<file path="config.mk">
export PLATFORM = sky130hd
export DESIGN_NAME = acc_alu_control_flat
export DESIGN_NICKNAME = d
export VERILOG_FILES = /design/src/rtl/acc_isa_pkg.sv /design/src/rtl/acc_alu_control_if.sv /design/src/rtl/acc_alu_core.sv /design/src/rtl/acc_alu_control.sv /design/src/flat_wrapper.sv
export SDC_FILE = /design/constraint.sdc
export NUM_CORES = 1
export LEC_CHECK = 0
export BUFFER_PORTS_ARGS = -buffer_cell sky130_fd_sc_hd__clkbuf_2
export CORE_UTILIZATION = 30
export CTS_CLUSTER_DIAMETER = 120
export CTS_CLUSTER_SIZE = 30
export DETAILED_ROUTE_END_ITERATION = 8
export PLACE_DENSITY_LB_ADDON = 0.1
export SYNTH_ARGS = -nofsm -noshare
export SYNTH_HDL_FRONTEND = slang
export SYNTH_SLANG_ARGS = --single-unit
</file>
<file path="constraint.sdc">
create_clock -name clk -period 2.5 [get_ports clk]
set_input_delay 0.125 -clock clk [delete_from_list [all_inputs] [get_ports clk]]
set_output_delay 0.125 -clock clk [all_outputs]
set_load 0.01 [all_outputs]
</file>
<file path="src/rtl/acc_isa_pkg.sv">
// Instruction-set constants and the decoded-control bundle.
// Shared by the accumulator control block and its ALU.
package acc_isa_pkg;

  typedef enum logic [2:0] {
    OP_ADD  = 3'b000,
    OP_SUB  = 3'b001,
    OP_NAND = 3'b010,
    OP_LI   = 3'b011,
    OP_LA   = 3'b100,
    OP_LW   = 3'b101,
    OP_SW   = 3'b110,
    OP_BNZ  = 3'b111
  } opcode_e;

  typedef enum logic [1:0] {
    ALU_ADD  = 2'b00,
    ALU_SUB  = 2'b01,
    ALU_NAND = 2'b10,
    ALU_LINK = 2'b11
  } alu_op_e;

  typedef struct packed {
    alu_op_e alu_op;
    logic    reg_we;
    logic    mem_we;
    logic    lw_sel;
    logic    acc_we;
    logic    acc_src_imm;
    logic    mem_addr_acc;
    logic    branch;
    logic    alu_src_reg;
  } ctrl_t;

endpackage

</file>
<file path="src/rtl/acc_alu_control_if.sv">
// Instruction/operand inputs and decoded-control/datapath outputs of the
// accumulator control block, grouped as one bus.
interface acc_alu_control_if #(
  parameter int DATA_W = 8,
  parameter int IMM_W  = 5
);
  logic [2:0]        opcode;
  logic [IMM_W-1:0]  imm;
  logic [DATA_W-1:0] reg_data;
  logic [DATA_W-1:0] pc;
  logic [DATA_W-1:0] acc_out;
  logic              acc_nz;
  logic [DATA_W-1:0] alu_out;
  logic [1:0]        alu_op;
  logic              reg_we;
  logic              mem_we;
  logic              lw_sel;
  logic              acc_we;
  logic              acc_src_imm;
  logic              mem_addr_acc;
  logic              branch;
  logic              branch_taken;
  logic              alu_src_reg;

  modport master (
    output opcode, imm, reg_data, pc,
    input  acc_out, acc_nz, alu_out, alu_op, reg_we, mem_we, lw_sel, acc_we,
           acc_src_imm, mem_addr_acc, branch, branch_taken, alu_src_reg
  );

  modport slave (
    input  opcode, imm, reg_data, pc,
    output acc_out, acc_nz, alu_out, alu_op, reg_we, mem_we, lw_sel, acc_we,
           acc_src_imm, mem_addr_acc, branch, branch_taken, alu_src_reg
  );
endinterface

</file>
<file path="src/rtl/acc_alu_core.sv">
// Combinational ALU: A op B with modulo-2^DATA_W wrap, plus the pc+1 link value.
module acc_alu_core
  import acc_isa_pkg::*;
#(
  parameter int DATA_W = 8
) (
  input  logic signed [DATA_W-1:0] a,
  input  logic signed [DATA_W-1:0] b,
  input  logic        [DATA_W-1:0] pc,
  input  alu_op_e                  alu_op,
  output logic        [DATA_W-1:0] y
);

  always_comb begin
    y = '0;
    case (alu_op)
      ALU_ADD:  y = a + b;
      ALU_SUB:  y = a - b;
      ALU_NAND: y = ~(a & b);
      ALU_LINK: y = pc + DATA_W'(1);
      default:  y = '0;
    endcase
  end

endmodule

</file>
<file path="src/rtl/acc_alu_control.sv">
// Accumulator-machine control slice: opcode decode, the accumulator register
// and the ALU. Decode has no latency; the accumulator is the only state.
module acc_alu_control
  import acc_isa_pkg::*;
#(
  parameter int DATA_W = 8,
  parameter int IMM_W  = 5
) (
  input logic                clk,
  input logic                rst_n,
  acc_alu_control_if.slave   bus
);

  ctrl_t             ctrl;
  logic [DATA_W-1:0] acc_p0;
  logic [DATA_W-1:0] acc_next;
  logic [DATA_W-1:0] alu_y;

  function automatic logic [DATA_W-1:0] sext_imm(input logic [IMM_W-1:0] v);
    sext_imm = {{(DATA_W-IMM_W){v[IMM_W-1]}}, v};
  endfunction

  always_comb begin
    ctrl = '0;
    case (bus.opcode)
      OP_ADD:  begin ctrl.alu_op = ALU_ADD;  ctrl.reg_we = 1'b1; ctrl.alu_src_reg = 1'b1; end
      OP_SUB:  begin ctrl.alu_op = ALU_SUB;  ctrl.reg_we = 1'b1; ctrl.alu_src_reg = 1'b1; end
      OP_NAND: begin ctrl.alu_op = ALU_NAND; ctrl.reg_we = 1'b1; ctrl.alu_src_reg = 1'b1; end
      OP_LI:   begin ctrl.acc_we = 1'b1; ctrl.acc_src_imm = 1'b1; end
      OP_LA:   begin ctrl.acc_we = 1'b1; end
      OP_LW:   begin ctrl.reg_we = 1'b1; ctrl.lw_sel = 1'b1; ctrl.mem_addr_acc = 1'b1; end
      OP_SW:   begin ctrl.mem_we = 1'b1; ctrl.mem_addr_acc = 1'b1; end
      OP_BNZ:  begin ctrl.branch = 1'b1; end
      default: ctrl = '0;
    endcase
  end

  assign acc_next = ctrl.acc_src_imm ? sext_imm(bus.imm) : bus.reg_data;

  // Stage p0: accumulator register, cleared asynchronously
  always_ff @(posedge clk or negedge rst_n) begin
    if (!rst_n)           acc_p0 <= '0;
    else if (ctrl.acc_we) acc_p0 <= acc_next;
  end

  acc_alu_core #(.DATA_W(DATA_W)) u_alu (
    .a      (acc_p0),
    .b      (bus.reg_data),
    .pc     (bus.pc),
    .alu_op (ctrl.alu_op),
    .y      (alu_y)
  );

  assign bus.acc_out      = acc_p0;
  assign bus.acc_nz       = |acc_p0;
  assign bus.alu_out      = alu_y;
  assign bus.alu_op       = ctrl.alu_op;
  assign bus.reg_we       = ctrl.reg_we;
  assign bus.mem_we       = ctrl.mem_we;
  assign bus.lw_sel       = ctrl.lw_sel;
  assign bus.acc_we       = ctrl.acc_we;
  assign bus.acc_src_imm  = ctrl.acc_src_imm;
  assign bus.mem_addr_acc = ctrl.mem_addr_acc;
  assign bus.branch       = ctrl.branch;
  assign bus.branch_taken = ctrl.branch & (|acc_p0);
  assign bus.alu_src_reg  = ctrl.alu_src_reg;

endmodule

</file>
<file path="src/flat_wrapper.sv">
// flat-port wrapper written by rule: the top's interface ports become plain ports
module acc_alu_control_flat import acc_isa_pkg::*;
#(
  parameter int DATA_W = 8,
  parameter int IMM_W  = 5
)
  (clk, rst_n, bus_opcode, bus_imm, bus_reg_data, bus_pc, bus_acc_out, bus_acc_nz, bus_alu_out, bus_alu_op, bus_reg_we, bus_mem_we, bus_lw_sel, bus_acc_we, bus_acc_src_imm, bus_mem_addr_acc, bus_branch, bus_branch_taken, bus_alu_src_reg);
  acc_alu_control_if #(.DATA_W(DATA_W), .IMM_W(IMM_W)) bus_i ();
  input logic clk;
  input logic rst_n;
  input wire logic [$bits(bus_i.opcode)-1:0] bus_opcode;
  input wire logic [$bits(bus_i.imm)-1:0] bus_imm;
  input wire logic [$bits(bus_i.reg_data)-1:0] bus_reg_data;
  input wire logic [$bits(bus_i.pc)-1:0] bus_pc;
  output wire logic [$bits(bus_i.acc_out)-1:0] bus_acc_out;
  output wire logic [$bits(bus_i.acc_nz)-1:0] bus_acc_nz;
  output wire logic [$bits(bus_i.alu_out)-1:0] bus_alu_out;
  output wire logic [$bits(bus_i.alu_op)-1:0] bus_alu_op;
  output wire logic [$bits(bus_i.reg_we)-1:0] bus_reg_we;
  output wire logic [$bits(bus_i.mem_we)-1:0] bus_mem_we;
  output wire logic [$bits(bus_i.lw_sel)-1:0] bus_lw_sel;
  output wire logic [$bits(bus_i.acc_we)-1:0] bus_acc_we;
  output wire logic [$bits(bus_i.acc_src_imm)-1:0] bus_acc_src_imm;
  output wire logic [$bits(bus_i.mem_addr_acc)-1:0] bus_mem_addr_acc;
  output wire logic [$bits(bus_i.branch)-1:0] bus_branch;
  output wire logic [$bits(bus_i.branch_taken)-1:0] bus_branch_taken;
  output wire logic [$bits(bus_i.alu_src_reg)-1:0] bus_alu_src_reg;
  assign bus_i.opcode = bus_opcode;
  assign bus_i.imm = bus_imm;
  assign bus_i.reg_data = bus_reg_data;
  assign bus_i.pc = bus_pc;
  assign bus_acc_out = bus_i.acc_out;
  assign bus_acc_nz = bus_i.acc_nz;
  assign bus_alu_out = bus_i.alu_out;
  assign bus_alu_op = bus_i.alu_op;
  assign bus_reg_we = bus_i.reg_we;
  assign bus_mem_we = bus_i.mem_we;
  assign bus_lw_sel = bus_i.lw_sel;
  assign bus_acc_we = bus_i.acc_we;
  assign bus_acc_src_imm = bus_i.acc_src_imm;
  assign bus_mem_addr_acc = bus_i.mem_addr_acc;
  assign bus_branch = bus_i.branch;
  assign bus_branch_taken = bus_i.branch_taken;
  assign bus_alu_src_reg = bus_i.alu_src_reg;
  acc_alu_control #(.DATA_W(DATA_W), .IMM_W(IMM_W)) u_core (.clk(clk), .rst_n(rst_n), .bus(bus_i));
endmodule
</file>
# After elaboration in Yosys (flattened, before gate mapping)
# Index checks and enable logic that the tools add are counted.
# Widths: inputs -> output; s select.
# totals
register_bits	8
inputBits	26
word_cells	35
# classes
n_bitwise	3
eq_ne	10
n_reduce_logical	7
add_sub_neg	3
muxes	11
# ops
operator	count
$pmux 8 s4	1
$eq 3x3->1 const B	4
$add 8x1->8 const B	1
$add 8x8->8	1
$and 8x8->8	1
$mux 1	8
$mux 8	1
$not 8->8	1
$reduce_or 8->1	1
$sub 8x8->8	1
$eq 3x2->1 const B	2
$eq 2x2->1 const B	2
$pmux 2 s2	1
$reduce_or 2->1	2
$reduce_or 4->1	1
$eq 3x1->1 const B	1
$logic_not 3->1	1
$reduce_or 3->1	1
$eq 2x1->1 const B	1
$logic_not 2->1	1
$and 1x1->1	1

# Longest topological paths before layout
# Gate-level depths: netlist (run 1).
# logic_depth
word_depth	4
depth_mapped	12

# Cells and area by module
# Synthesis (run 1) repeated with hierarchy kept, for this count alone.
# unflattened
hier_cells	172
hier_area_um2	1311.3
# by_module_without_submodules
module	seq_area_each_um2	cells_per_inst	n_inst	area_per_inst_um2
acc_alu_core	0.0	109	1	769.5
acc_alu_control	200.2	63	1	541.8

# Least setup slack after synthesis (run 1)
# OpenSTA, ideal clock, no wires.
# synth_timing
path_kind	input -> output
start	input bus_opcode[2]
end	output bus_alu_out[6]
arrival_time_ns	2.253
cell_stages	10
setup_slack_ns	0.122
n_path_buf	1
t_required_ns	2.375
path_cell_list	clkbuf_4 -> nor3b_4 -> mux2i_1 -> fa_1 -> a21o_1 -> a21oi_1 -> o21bai_1 -> a21oi_1 -> xor2_1 -> o21ai_0
# synth_via
elab_chain_len	4
elab_cells_between_ends	8
# synth_rtl
item	line_no	text
start, declared	flat_wrapper.sv:11	input wire logic [$bits(bus_i.opcode)-1:0] bus_opcode;
$eq 3x2->1 or $eq 3x1->1 (tied branches)	acc_alu_control.sv:25	case (bus.opcode)
$pmux 2 s2 *	acc_alu_control.sv:25	
net bus_alu_op[0]	flat_wrapper.sv:18	output wire logic [$bits(bus_i.alu_op)-1:0] bus_alu_op;
$eq 2x2->1, or another cell as far along	acc_alu_core.sv:16	case (alu_op)
$pmux 8 s4 *	acc_alu_core.sv:16	
end, declared	flat_wrapper.sv:17	output wire logic [$bits(bus_i.alu_out)-1:0] bus_alu_out;
# Mark *: on every way through the listed nets, which the timed path passes. The rest lies on a longest branch.

# Worst setup path in the final report (run 1)
# layout_timing
start	input bus_reg_data[0]
end	output bus_alu_out[7]
# layout_via
elab_chain_len	2
elab_cells_between_ends	3
# layout_rtl
item	line_no	text
start, declared	flat_wrapper.sv:13	input wire logic [$bits(bus_i.reg_data)-1:0] bus_reg_data;
$sub 8x8->8 or $add 8x8->8 (tied branches)	acc_alu_core.sv:18, acc_alu_core.sv:17	
$pmux 8 s4 *	acc_alu_core.sv:16	
# Mark *: on every way between the ends. The rest lies on a longest branch, timed or not.

==> flow_results.org, run 1 <==
** Min path
- The path with the worst hold slack has its endpoint at u_core.bus.acc_out[3].
- Number of cells on the worst hold path :: 3
- In this run the most critical hold path is launched from bus_imm[3].
- Class of the tightest hold or removal check :: primary input to flip-flop

** CTS
- The cell sitting at the root of the clock tree is a clkbuf_4.
- Clock-pin slew was measured on the worst setup and hold paths at 0.05 ns.
- Clock tree sinks :: 8
- CTS built an H-tree with a depth of 1.
- Clock tree from TritonCTS :: yes
- Clk_lat worst skew :: 0.24 ns
- The number of clock buffers added by TritonCTS is 3.
- In this run the deepest clock path goes through 2 buffers.

** Timing
- Of the available clock period, the critical path in the final layout requires 95.03%.
- In the post-route analysis, the smallest setup slack over all paths is 0.1242 ns.
- Final setup fails :: 0
- Fin crit period :: 2.376 ns
- Clock skew on the completed layout was measured at 0 ns.
- Achievable frequency :: 420.9 MHz
- Setup repair after global routing could not meet its margin everywhere.
- Tightest slew margin relative to the limit :: 65.57%
- Count of endpoints failing hold in the final timing report :: 0
- Transition time of the tightest slew-check pin :: 0.5158 ns
- Final hold analysis gives a worst-case slack of 0.1804 ns.
- Final number of max-transition violations :: 0

** Routing
- Pre-Repair DR Iteration Count :: 6
- Avg Vias per Cell :: 4.853
- Dividing the detail-routed wire length by the instance count gives 12.70 µm.
- In the routed design, unresolved DRC markers number 0.
- Total length of routed wires :: 3022 µm
- Routed vias :: 1155
- Starting DRC count in detailed routing :: 16
- Remaining number of nets flagged by the antenna check after routing :: 0

** Floorplanning
- Number of rows in the core area :: 21
- Die width :: 62.48 µm
- Pin placement for this block handled 54 I/O pins.
- The die covers 3904 µm².
- The floorplan step set the die height to 62.48 µm.
- The region available for standard cell placement spans 3416 µm².
- Once the floorplan was initialized, standard cells occupied 32.12% of the core.

** Yosys
- Cell count after synthesis :: 135
- Share of the yosys chip area belonging to registers :: 18.24%
- After Yosys synthesis, full adders, half adders and majority gates account for 12.09% of the synthesized area.
- The cell area that synthesis handed to floorplanning was 1097 µm².
- Counting flops with a built-in enable in the synthesized netlist gives 0.
- Area contributors post-synth :: dfrtp_1, ha_1, mux2i_1
- Net count after synthesis :: 171
- The biggest area contributor in the post-synthesis netlist is dfrtp_1.
- Number of warnings reported in the yosys synthesis log :: 0
- Per-instance average area after synthesis :: 8.128 µm²
- Share of the synthesized area in compound gates (AO/OA/AOI/OAI) :: 20.30%
- Xor and xnor fraction of the mapped netlist area :: 10.26%
- #FFs+latches synth :: 8
- Area share of the largest cell type after synthesis :: 18.24%
- Combinational family with the most area after synthesis :: simple AND/OR/NAND/NOR gates
- Most instantiated flip-flop cell in the synthesis netlist :: dfrtp_1
- Share of async-settable or async-resettable flops after synthesis :: 100.0%
- The synthesized netlist devotes 24.74% of its cell area to simple gates.
- Distinct cell type count after synthesis :: 39
- Share of synthesized area spent on multiplexers :: 6.385%

** Critical path
- The setup path with the least slack is of type primary input to output port.
- Along the worst path, the maximum fanout reaches 4.
- Reg-to-reg critical path startpoint :: u_core.bus.acc_out[3]
- The worst setup path is captured at an output port.
- Slowest stage cell, crit path :: ha_1
- The number of cells on the worst reg-to-reg path is 3.
- Crit-path cells :: buf_6 -> buf_4 -> nor3_4 -> a21oi_1 -> xnor2_1 -> ha_1 -> nand2_1 -> o21ai_1 -> o21ai_2 -> xor2_2 -> and4b_4 -> a211oi_2 -> buf_2
- Internal reg-to-reg setup slack :: 1.70 ns
- Critical path startpoint category :: primary input
- The endpoint identified for the worst register-to-register timing path is u_core.bus.acc_out[3].
- In this design, the stage delay of the slowest critical-path cell is 0.34 ns.
- At the worst endpoint, the required time is 2.38 ns.
- At the worst endpoint, the arrival time is 2.25 ns.

** Power and ir drop
- Static power due to leakage :: 0.7890 nW
- Peak ir drop on the vdd network :: 251.7 µV
- Power density cells :: 538.7 nW/µm²

** Finish
- Layout Nets :: 230
- The register with the most flip-flops in the layout has 8 of them.
- Share of post-route cells with drive strength above 1 :: 43.75%
- 0 antenna diodes ended up in the layout.
- Area overhead of the layout relative to synthesis :: 39.23%
- The layout has 377 filler cells.

** Global route
- Entering global routing, the biggest net connects 18 pins.
- Vias in the first global route :: 1078
- Global-route wire length before repair :: 4912 µm
- The initial antenna violation count was 0.
- Across every metal layer, demand over resource in global routing totals 15.29%.
- For this run the aggregate overflow at the end of global routing stands at 0.

** Placement
- Routability congestion estimate :: 0.8148
- In this run the tool buffered the top-level ports with 45 buffer cells.
- Pre-CTS worst setup slack :: -0.04937 ns
- Post-DP HPWL :: 2478 µm

** Run status
- Outcome :: completed

** Job
- Max-cap violations in this run came to 0.
[what timing repair did]
item                                   in CTS  in global routing
setup endpoints to repair                   1                  3
setup buffers                               0                  3
cloned                                      0                  0
hold buffers                                1                  0
resized for setup                           2                 17
endpoints found under the hold margin       8                  0
pin swaps                                   0                 13
[per-layer routing]
layer / up-vias / GRT usage [%] / wire (µm)
li1: 584 / - / -
met1: 542 / 19.96 / 1405
met2: 27 / 27.31 / 1516
met3: 2 / 1.095 / 92
met4: 0 / 3.198 / 7
met5: - / 0 / 0
[report_power, final]
group	total, mW	internal [mW]	switching (mW)	leakage (nW)
clock network	0.0917	0.0545	0.0372	0.0138
registers	0.190	0.152	0.0374	0.0994
logic	0.542	0.264	0.278	0.676
[cells in the final DEF (no fill, tap or decap), drive strengths merged]
cell,instances
a21o,1
nor4,2
clkbuf,45
nand2,14
nor2,14
nor3,1
fa,1
or3b,1
inv,8
xnor2,8
o21bai,1
a31oi,5
nand3b,1
dlygate4sd3,1
dfrtp,8
ha,9
and2,3
o21a,1
a21oi,13
and3,2
a211oi,2
buf,18
and3b,2
nand2b,3
nor3b,3
mux2i,7
and4b,1
xor2,4
o21ai,13
[worst max path at each step]
stage	start	endpoint	slack [ns]	cells after the start
floorplan	bus_opcode[2]	bus_alu_out[6]	0.12	10
global placement	bus_reg_data[0]	bus_alu_out[7]	0.01	14
detailed placement	bus_reg_data[0]	bus_alu_out[7]	-0.05	14
CTS	u_core.bus.acc_out[0]	bus_alu_out[6]	0.004	11
global route	bus_reg_data[1]	bus_alu_out[7]	-0.03	14
finish	bus_reg_data[0]	bus_alu_out[7]	0.12	13
[Yosys cell counts, drive strengths merged (2+ instances only)]
library cell,n
inv,8
xor2,4
and2,3
nor4,2
a21oi,13
and3,2
nor3b,3
dfrtp,8
xnor2,8
ha,9
mux2i,7
nand2,14
a31oi,5
nand2b,3
nor2,14
and3b,2
o21ai,13
a211oi,2
buf,6
[critical path, delay by kind of cell]
kind            cells  cell delay, ns
simple gates        3            0.50
buf+inv             3            0.39
xor+xnor            2            0.32
fa+ha+maj           1            0.34
compound gates      4            0.57
[through the flow]
step                      util, %  total power, mW  instances  area (µm²)  setup TNS (ns)
after global placement      41.36           0.6971        231        1413               0
final                       44.73           0.8230        238        1528               0
after floorplan                 -           0.5137        135        1097               0
after CTS                   42.56           0.8119        235        1454               0
after detailed placement    41.36           0.7109        231        1413        -0.04937
after global routing        44.73           0.8989        238        1528        -0.03481
[kinds of logic after synthesis]
family | after synthesis
xor gates and xnor gates | 12
and+or+nand+nor | 47
AOI/OAI and AO/OA | 36
DFF | 8
muxes | 7
buffers and inverters | 15
adders and majority gates | 10
[final cells by class]
cell class / instances / area, µm² / area share [%]
clock buffer: 3 / 22.52 / 1.474
inverter: 8 / 32.53 / 2.129
multi-input combinational: 112 / 850.8 / 55.69
sequential: 8 / 200.2 / 13.10
tap: 46 / 57.56 / 3.767
timing repair buffer: 61 / 364.1 / 23.83
Power figures use the tool's default switching activity.
==> inputs of run 2 (changes only) <==
Settings changed: ABC_AREA set to 1.
Clock period 2.5 ns to 2.4 ns, I/O delays scaled along.
==> flow_results.org, run 2 <==
** Routing
- The wire length per cell is 11.27 µm (-11%).
- Pre-Repair DR Iteration Count :: 4 (-2)
- Number of remaining DRC errors :: 0 (unchanged)
- Avg Vias per Cell :: 4.613 (-4.9%)
- The number of nets with antenna violations after routing came to 0 (unchanged).
- Starting DRC count in detailed routing :: 66 (+50)
- Total length of routed wires :: 2999 µm (-0.76%)
- The routed via count was 1227 (+6.2%).

** Critical path
- Crit-path cells :: clkbuf_2 -> inv_2 -> ha_1 -> inv_1 -> nor3_1 -> or2_2 -> xor2_1 -> ha_1 -> nand2_1 -> nand2_2 -> a21oi_2 -> nand2_2 -> inv_1 -> nand2_1 -> nand2_1 -> nand2_1 -> nand2_1 -> clkbuf_2
- Slowest stage cell, crit path :: ha_1
- Reg-to-reg critical path startpoint :: u_core.bus.acc_out[1]
- Crit. Startpoint :: bus_reg_data[0]
- The largest fanout of any net on the critical path was 4 (unchanged).
- Crit path top cell by count :: nand2_1
- Start-to-end type of the worst setup path :: primary input to output port
- The highest cell delay on the worst timing path was 0.34 ns (about the same).
- STA classifies the critical path startpoint as a primary input.
- The number of buffer and inverter instances along the worst setup path is 5 (+2).
- The worst endpoint required time was 2.28 ns (-0.10 ns).
- Grouping stages by cell kind, the critical path spends the most delay in simple AND/OR/NAND/NOR gates.
- The internal reg-to-reg setup slack was 1.63 ns (-0.07 ns).
- Data arrival time of the critical path :: 2.11 ns (-0.14 ns)
- The worst setup path is captured at an output port.

** Yosys
- Adder and majority cell fraction of the synthesized area :: 12.17% (+0.083 points)
- Number of warnings reported in the yosys synthesis log :: 0 (unchanged)
- Share of the synthesized area in compound gates (AO/OA/AOI/OAI) :: 15.96% (-4.3 points)
- #FFs+latches synth :: 8 (unchanged)
- The share of flip-flops with an asynchronous set or reset came to 100.0% (unchanged).
- Area contributors post-synth :: dfrtp_1, nand2_1, ha_1
- The synthesized netlist net count came to 206 (+20%).
- In the synthesized netlist, the cells that appear most often are nand2_1, inv_1, a21oi_1, nor2_1.
- nand2_1 is the most common cell in the netlist.
- Xor and xnor fraction of the mapped netlist area :: 8.037% (-2.2 points)
- dfrtp_1 takes more of the synthesized area than any other cell.
- Cell count after synthesis :: 170 (+26%)
- The sequential fraction of the synthesis area came to 18.37% (+0.13 points).
- Per-instance average area after synthesis :: 6.411 µm² (-21%)
- Area fraction in and, or, nand and nor cells after synthesis :: 32.84% (+8.1 points)
- The number of enable-type register cells in the synthesized netlist is 0 (unchanged).
- The multiplexer fraction of the synthesized cell area was 0.9185% (-5.5 points).
- The share of the synthesized area in the top cell type is 18.37% (+0.13 points).
- The post-synthesis cell area was 1090 µm² (-0.68%).
- Distinct cell type count after synthesis :: 28 (-28%)
- By area, the combinational part of the netlist is dominated by simple AND/OR/NAND/NOR gates.
- Most instantiated flip-flop cell in the synthesis netlist :: dfrtp_1

** Min path
- The worst hold path belongs to the class primary input to flip-flop.
- The startpoint identified for the worst hold timing path is bus_imm[3].

** Power and ir drop
- The largest vdd supply drop came to 345.6 µV (+37%).
- The static leakage is 0.8518 nW (+8.0%).
- Power density cells :: 580.0 nW/µm² (+7.7%)

** Run status
- The run finished with clean final reports.

** Timing
- The worst slack on hold paths came to 0.09276 ns (-0.08761 ns).
- Achievable frequency :: 448.4 MHz
- Final number of max-transition violations :: 0 (unchanged)
- In the finished design, the share of the clock period the worst path needs comes to 92.92%.
- The number of setup violations in the final report was 0 (unchanged).
- The clock period could shrink to 2.230 ns.
- Transition time of the tightest slew-check pin :: 0.4064 ns (-0.1095 ns)
- The worst relative slew slack is 72.66% (+7.1 points).
- The worst clock skew is 0 ns (unchanged).
- The final number of hold-violating endpoints was 0 (unchanged).
- Setup repair after global routing could not meet its margin everywhere.
- Final total negative setup slack :: 0 ns (unchanged)

** Floorplanning
- Total die area :: 3878 µm² (-0.67%)
- Floorplan core area :: 3416 µm² (unchanged)
- Floorplan die height :: 62.27 µm (-0.34%)
- Initial Util :: 31.90% (-0.22 points)
- Die width :: 62.27 µm (-0.34%)
- Number of rows in the core area :: 21 (unchanged)
- Number of top-level design ports :: 54 (unchanged)

** Placement
- The instance area at placement was 1369 µm² (-3.1%).
- The quantity of I/O buffers inserted on ports came to 45 (unchanged).
- The half-perimeter wire length of the detailed placement result was 2518 µm (+1.6%).
- Routability congestion estimate :: 0.8327 (+2.2%)

** Global route
- The overall fraction of global-route tracks in use was 16.29% (+1.0 points).
- The total congestion overflow after global routing is 0 (unchanged).
- Vias in the first global route :: 1153 (+7.0%)
- The initial antenna violation count came to 0 (unchanged).
- Largest net degree at the start of global routing :: 12 (-6)
- The first-pass GRT wire length was 5057 µm (+3.0%).

** CTS
- Clock Root Buffer :: clkbuf_4
- Clock tree sinks :: 8 (unchanged)
- Clk_lat worst skew :: 0.25 ns (about the same)
- TritonCTS built the clock tree.
- TritonCTS Buffers :: 3 (unchanged)
- Largest buffer count on any clock path :: 2 (unchanged)
- Depth of the CTS H-tree :: 1 (unchanged)
- Clock transition time at the flip-flop clock pins of the worst setup and hold paths :: 0.05 ns (about the same)

** Finish
- Most common library cell in the layout ignoring fill and taps :: nand2_1
- The flip-flop count of the largest register after layout was 8 (unchanged).
- Relative to the synthesized area, the layout overhead comes to 30.31%.
- The final-stage net count came to 258 (+12%).
- Antenna Diode Count :: 0 (unchanged)
- The fraction of final layout cells sized beyond drive strength 1 is 29.09% (-15 points).
- The post-route cell area came to 1420 µm² (-7.0%).
- Commonest cells after routing, fill and taps aside :: nand2_1, clkbuf_2, inv_1

** Job
- Number of maximum-capacitance violations :: 0 (unchanged)
run 2: worst paths after layout:
kind / endpoint / cells past startpoint
max in group asynchronous: u_core.bus.acc_out[5] / 2
min in group asynchronous: u_core.bus.acc_out[3] / 2
min reg2reg: u_core.bus.acc_out[7] / 2
max: bus_alu_out[7] / 18
max reg2reg: u_core.bus.acc_out[1] / 2
min: u_core.bus.acc_out[3] / 3
run 2: tightest hold or removal path: cells and delay by family:
| family | cells | cell delay, ns |
|---|---|---|
| AO/OA/AOI/OAI | 2 | 0.11 |
| buffers and inverters | 1 | 0.07 |
run 2: kinds of logic after synthesis:
kind of cell / count (synthesis)
AOI/OAI and AO/OA: 30
buffers and inverters: 32
muxes: 1
adders and majority gates: 10
DFF: 8
and+or+nand+nor: 79
xor gates and xnor gates: 10
run 2: per-stage QoR:
| step | power [mW] | cells | setup slack (ns) | util (%) |
|---|---|---|---|---|
| after floorplan | 0.5308 | 170 | 0.4261 | - |
| after global placement | 0.6987 | 261 | 0.1178 | 40.07 |
| after detailed placement | 0.7064 | 261 | 0.09356 | 40.07 |
| after CTS | 0.8172 | 265 | 0.09194 | 41.03 |
| after global routing | 0.9129 | 266 | 0.01275 | 41.58 |
| final | 0.8236 | 266 | 0.1699 | 41.58 |
run 2: where the power goes:
part	total (mW)	internal (mW)	switching [mW]	leakage (nW)
clock	0.101	0.0571	0.0444	0.0138
sequential	0.192	0.159	0.0325	0.0917
combinational	0.530	0.222	0.309	0.746
run 2: layout make-up:
cell class                 count  area (µm²)
fill                         401        1996
multi-input combinational    130       773.2
timing repair buffer          48       250.2
sequential                     8       200.2
inverter                      31       116.4
tap                           46       57.56
clock buffer                   3       22.52
run 2: what timing repair did:
item | 4_1_cts | 5_1_grt
endpoints found under the hold margin | 8 | 0
gates resized for setup | 0 | 7
buffers inserted | 0 | 1
setup endpoints to repair | 0 | 2
hold buffers | 1 | 0
run 2: metal layers:
| layer | share of wire (%) | track usage, % | up-vias |
|---|---|---|---|
| li1 | - | - | 649 |
| met1 | 51 | 23.12 | 538 |
| met2 | 43 | 24.31 | 31 |
| met3 | 3.0 | 1.471 | 9 |
| met4 | 2.8 | 8.430 | 0 |
| met5 | 0 | 0 | - |
